## config.mk

```make
export PLATFORM = sky130hd
export DESIGN_NAME = sumnb_serial
export DESIGN_NICKNAME = d
export VERILOG_FILES = /design/src/rtl/sumnb_serial.sv
export SDC_FILE = /design/constraint.sdc
export NUM_CORES = 1
export LEC_CHECK = 0
export CAP_MARGIN = 5
export CORE_MARGIN = 5
export CORE_UTILIZATION = 50
export DETAILED_ROUTE_END_ITERATION = 10
export PLACE_DENSITY = 0.83
export SLEW_MARGIN = 10
export SYNTH_ARGS = -nofsm -noshare
export SYNTH_HDL_FRONTEND = slang
export SYNTH_SLANG_ARGS = --single-unit
```

## constraint.sdc

```tcl
create_clock -name clk -period 2.4 [get_ports clk]
set_input_delay 0.36 -clock clk [delete_from_list [all_inputs] [get_ports clk]]
set_output_delay 0.36 -clock clk [all_outputs]
set_load 0.005 [all_outputs]
```

## src/rtl/sumnb_serial.sv

```systemverilog
// Bit-serial WIDTH-bit adder/subtractor: one full-adder cell per clock, LSB first,
// with a start/busy/done handshake and results held until the next accepted start.
module sumnb_serial #(
  parameter int WIDTH = 4
) (
  input  logic             clk,
  input  logic             rst,
  input  logic             start,
  input  logic [WIDTH-1:0] a,
  input  logic [WIDTH-1:0] b,
  input  logic             cin,
  input  logic             sub,
  output logic [WIDTH-1:0] sum,
  output logic             cout,
  output logic             ovf,
  output logic             busy,
  output logic             done
);

  localparam int CW = $clog2(WIDTH);
  localparam logic [CW-1:0] LAST = CW'(WIDTH - 1);

  typedef enum logic [1:0] {S_IDLE, S_RUN, S_DONE} state_t;

  state_t           r_state;
  state_t           w_next;
  logic [WIDTH-1:0] r_a;
  logic [WIDTH-1:0] r_b;
  logic             r_c;
  logic [CW-1:0]    r_cnt;
  logic [WIDTH-1:0] r_sum;
  logic             r_cout;
  logic             r_ovf;
  logic             w_s;
  logic             w_c;
  logic             w_last;

  assign w_s    = r_a[0] ^ r_b[0] ^ r_c;
  assign w_c    = (r_a[0] & r_b[0]) | (r_a[0] & r_c) | (r_b[0] & r_c);
  assign w_last = (r_cnt == LAST);

  always_ff @(posedge clk) begin
    if (rst) r_state <= S_IDLE;
    else     r_state <= w_next;
  end

  always_comb begin
    w_next = r_state;
    unique case (r_state)
      S_IDLE:  if (start) w_next = S_RUN;
      S_RUN:   if (w_last) w_next = S_DONE;
      S_DONE:  w_next = S_IDLE;
      default: w_next = S_IDLE;
    endcase
  end

  always_comb begin
    busy = (r_state == S_RUN);
    done = (r_state == S_DONE);
  end

  // Subtraction is a + ~b + 1, so B is inverted at load and the carry preset to 1.
  always_ff @(posedge clk) begin
    if (rst) begin
      r_a    <= '0;
      r_b    <= '0;
      r_c    <= 1'b0;
      r_cnt  <= '0;
      r_sum  <= '0;
      r_cout <= 1'b0;
      r_ovf  <= 1'b0;
    end else begin
      unique case (r_state)
        S_IDLE: begin
          if (start) begin
            r_a    <= a;
            r_b    <= sub ? ~b : b;
            r_c    <= sub ? 1'b1 : cin;
            r_cnt  <= '0;
            r_sum  <= '0;
            r_cout <= 1'b0;
            r_ovf  <= 1'b0;
          end
        end
        S_RUN: begin
          r_sum <= {w_s, r_sum[WIDTH-1:1]};
          r_a   <= r_a >> 1;
          r_b   <= r_b >> 1;
          r_c   <= w_c;
          r_cnt <= r_cnt + CW'(1);
          if (w_last) begin
            r_cout <= w_c;
            r_ovf  <= r_c ^ w_c;
          end
        end
        default: ;
      endcase
    end
  end

  assign sum  = r_sum;
  assign cout = r_cout;
  assign ovf  = r_ovf;

endmodule

```

# Yosys cells after proc, flatten, opt, wreduce, memory -nomap -nowiden
# Cells that the tools add are included.
[word_totals] word_cells=48 output_inout_bits=8 input_bits=13 regBits=19
[op_classes] reduce_logical=5 n_bitwise=9 n_eq_ne=5 n_mux=20 n_addsub=1
[ops] operator="$pmux W4 S2" n=3
[ops] operator="$mux W4" n=4
[ops] operator="$pmux W2 S2" n=2
[ops] operator="$mux W2" n=3
[ops] operator="$pmux W1 S2" n=3
[ops] operator="$mux W1" n=5
[ops] operator="$eq A2 B2 Y1 const B" n=2
[ops] operator="$not A4 Y4" n=1
[ops] operator="$reduce_and A2 Y1" n=2
[ops] operator="$and A1 B1 Y1" n=3
[ops] operator="$reduce_and A3 Y1" n=1
[ops] operator="$xor A1 B1 Y1" n=3
[ops] operator="$add A2 B1 Y2 const B" n=1
[ops] operator="$eq A2 B1 Y1 const B" n=1
[ops] operator="$logic_not A2 Y1" n=1
[ops] operator="$ne A2 B1 Y1 const B" n=1
[ops] operator="$ne A2 B2 Y1 const B" n=1
[ops] operator="$or A1 B1 Y1" n=2
[ops] operator="$reduce_bool A2 Y1" n=1

# Depth between registers and ports, before layout
[depth] depth_word=6 mapped_depth=6 depth_no_buf=4

# Worst setup path after synthesis
# OpenSTA, ideal clock, no wires.
[synth_path] path_type="register to register" from="register r_a[0]" to="register r_c" t_arrival_ns=1.094 path_buffers=0 path_stages_with_launch=5 synth_period_minus_slack_ns=1.212 slack_ns=1.188 path_cell_list="dfxtp_1 -> fa_1 -> nand2_1 -> o21ai_0 -> a32o_1"
[synth_via] elab_chain_cells=4 elab_cells_between_ends=5 cone_classes="mux: 1; bitwise: 4"
[synth_lines] item="start, declared" line="27" rtl="logic [WIDTH-1:0] r_a;"
[synth_lines] item="start signal, assigned" line="87" rtl="r_a <= r_a >> 1;"
[synth_lines] item="$and A1 B1 Y1" line="39" rtl="assign w_c = (r_a[0] & r_b[0]) | (r_a[0] & r_c) | (r_b[0] & r_c);"
[synth_lines] item="$or A1 B1 Y1 (*) (2 in a row)" line="39"
[synth_lines] item="$pmux W1 S2 (*)" line="73" rtl="unique case (r_state)"
[synth_lines] item="end signal, assigned" line="78" rtl="r_c <= sub ? 1'b1 : cin;"
[synth_lines] item="end signal, assigned" line="89" rtl="r_c <= w_c;"
[synth_lines] item="end, declared" line="29" rtl="logic r_c;"
# Every way passes the cells marked *; elsewhere a longest branch is shown, timed or not.
# A chain may end at the register's enable or synchronous reset.

# Worst setup path in the final report
[layout_path] from="register r_state[0]" to="output port busy"
[layout_via] elab_chain_cells=1
[layout_lines] item="start, declared" line="25" rtl="state_t r_state;"
[layout_lines] item="start signal, assigned" line="44" rtl="else r_state <= w_next;"
[layout_lines] item="$eq A2 B1 Y1" line="58" rtl="busy = (r_state == S_RUN);"
[layout_lines] item="end, declared" line="16" rtl="output logic busy,"
# Every way passes these cells.

==> flow_metrics.env <==
export IMPL_final_common_cell="clkdlybuf4s50_1"
export IMPL_die_y_um=51.3
export IMPL_tns_ns=0
export IMPL_r2r_cells=3
export IMPL_cts_setup_buffers=0
export IMPL_final_cell_mix="clkdlybuf4s50_1 (20), dfxtp_1 (19), nor2_1 (18), a22oi_1 (7)"
export IMPL_rsz0062_at_grt="false"
export IMPL_power_leakage_nw=0.412
export IMPL_grt_pass1_vias=665
export IMPL_initialDrtViolationCount=23
export IMPL_dieWidth_um=51.3
export IMPL_io_buffers=20
export IMPL_clk_latency_ns=0.30
export IMPL_powerDensity_nw_per_um2=577
export IMPL_power_mw=0.618
export IMPL_yosys_area_top_type="dfxtp_1"
export IMPL_drive_above_1_share=0.119
export IMPL_h_tree_depth=1
export IMPL_path_class="flop to output port"
export IMPL_drcViolationCount=0
export IMPL_fmax_ghz=0.486
export IMPL_setup_viol=0
export IMPL_ys_ff_latch=19
export IMPL_cts_buffers=3
export IMPL_holdPathEnd="ovf"
export IMPL_routed_via_density=5.66
export IMPL_place_congestion=0.779
export IMPL_place_inst=122
export IMPL_worstMarginPinSlew_ns=0.572
export IMPL_required_ns=2.04
export IMPL_dieArea_um2=2630
export IMPL_fin_crit_ns=2.06
export IMPL_antenna_found_initial=0
export IMPL_wl_um=1800
export IMPL_path_clk_slew_ns=0.11
export IMPL_end_kind="output port"
export IMPL_grt_ovfl_total=0
export IMPL_clkSinkCount=19
export IMPL_synth_cells=90
export IMPL_worstPathCellList="nand2b_4, inv_2, clkdlybuf4s50_1"
export IMPL_nets=125
export IMPL_whs_ns=0.490
export IMPL_cts_path_max_buffers=2
export IMPL_grt_max_degree=15
export IMPL_hpwl_um=1320
export IMPL_status="finished, final reports clean"
export IMPL_ys_warn_count=0
export IMPL_rr_startpoint="r_state[0]"
export IMPL_drtAntennaViolNets=0
export IMPL_ys_types=28
export IMPL_synthMuxAreaShare=0
export IMPL_drtPass1Iterations=4
export IMPL_synth_xor_area_frac=0.0515
export IMPL_ir_drop_mv=0.325
export IMPL_hp_start="ovf"
export IMPL_path_buf_inv=2
export IMPL_synth_avg_cell_area_um2=9.45
export IMPL_grt_pass1_wl_um=2960
export IMPL_synthSimpleGateAreaFrac=0.163
export IMPL_diodes=0
export IMPL_synth_compound_area_frac=0.249
export IMPL_wire_per_inst_um=14.3
export IMPL_synth_top_family_by_area="compound AO/OA/AOI/OAI gates"
export IMPL_start_util=0.509
export IMPL_drv_slew=0
export IMPL_hold_buffers=0
export IMPL_synth_top_cells_by_area="dfxtp_1 (45%), nor2_1 (7.9%), a22oi_1 (6.2%)"
export IMPL_cp_start_kind="flop"
export IMPL_design_area_um2=1070
export IMPL_track_usage=0.149
export IMPL_fin_crit_sh=0.857
export IMPL_path_max_fanout=13
export IMPL_fin_cells=126
export IMPL_synth_fa_ha_area_frac=0.0382
export IMPL_critPathSlowestCell="dfxtp_1"
export IMPL_max_stage_delay_ns=0.54
export IMPL_cts_tree="yes"
export IMPL_ctsResizeCount=0
export IMPL_fp_row_count=15
export IMPL_syn_num_nets=105
export IMPL_place_area_um2=1040
export IMPL_max_cap_violations=0
export IMPL_core_um2=1670
export IMPL_worstHoldPathCells=2
export IMPL_reg2reg_to="ovf"
export IMPL_pin_count=21
export IMPL_final_hold_violation_count=0
export IMPL_synth_area_um2=851
export IMPL_fillers=134
export IMPL_cp_data_arrival_time_ns=1.70
export IMPL_vias=713
export IMPL_slew_headroom=0.619
export IMPL_seq_area_frac_synth=0.447
export IMPL_areaGrowthSynthToFinish_pct=25.9
export IMPL_hold_class="flop to flop"
export IMPL_clock_skew_ns=0.00250
export IMPL_reg2reg_setup_slack_ns=1.05
export IMPL_crit_family="buffers and inverters"
export IMPL_yosysTopAreaCellShare=0.447
export IMPL_root_buffer="clkbuf_4"
## worst max-delay path by stage
| stage | from | to | slack [ns] | cells after the start |
|---|---|---|---|---|
| after global routing | r_state[0] | busy | 0.27 | 3 |
| final | r_state[0] | busy | 0.34 | 3 |
| after floorplan | r_a[0] | r_c | 1.19 | 4 |
| after CTS | r_state[0] | busy | 0.34 | 3 |
| after global placement | r_state[0] | busy | 0.72 | 3 |
| after detailed placement | start | r_a[2] | 0.67 | 4 |
## Yosys cell counts, drive strengths merged
library cell / number
dfxtp: 19
nor2: 18
a22oi: 7
a211oi: 5
a21oi: 5
buf: 4
nand2: 4
o21ai: 4
a2111oi: 3
xnor2: 3
clkbuf: 2
inv: 2
nand3: 2
nor3b: 2
xor2: 2
a32o: 1
and3: 1
fa: 1
ha: 1
nand2b: 1
nor2b: 1
o21ba: 1
o21bai: 1
## tightest hold or removal path, cell delays in order, from the launching register on
cell	delay, ns
dfxtp_1	0.32
o21ai_0	0.06
a21oi_1	0.06
## logic make-up (layout without fill, tap and decap cells)
logic type      count (synthesis)  in the layout
fa+ha+maj                       2              2
simple gates                   29             29
compound gates                 27             27
flops                          19             19
buf+inv                         8             27
xor+xnor                        5              5
## through the flow
stage	util	worst slack (ns)
after floorplan	-	1.19
after global placement	0.625	0.718
after detailed placement	0.625	0.670
after CTS	0.641	0.340
after global routing	0.641	0.265
final	0.641	0.344
## routing by layer
metal,share of wire,global-route usage,up-vias
li1,-,-,353
met2,0.51,0.264,23
met5,0,0,-
met4,0.016,0.0655,0
met3,0.031,0.0262,4
met1,0.44,0.175,333
## power by group
group	internal, mW	switching [mW]	leakage [nW]	total [mW]
Sequential	0.333	0.0148	0.156	0.348
Clock	0.0622	0.101	0.0177	0.163
Combinational	0.0545	0.0529	0.238	0.107
Total	0.450	0.168	0.412	0.618
## sequential cells by signal, indices dropped and copies added (netlist names)
register / count
r_b: 4
r_state: 2
r_a: 4
ovf: 1
r_cnt: 2
sum: 4
r_c: 1
cout: 1
## cell type report
cell class,count,area [µm²],share of cell area
Multi-Input combinational cell,63,427,0.398
Tap cell,17,21.3,0.0199
Clock inverter,1,5.00,0.00467
Timing Repair Buffer,21,208,0.194
Clock buffer,3,22.5,0.0210
Inverter,2,7.51,0.00701
Sequential cell,19,380,0.355
Note: power is estimated with default switching activity, not from simulation.
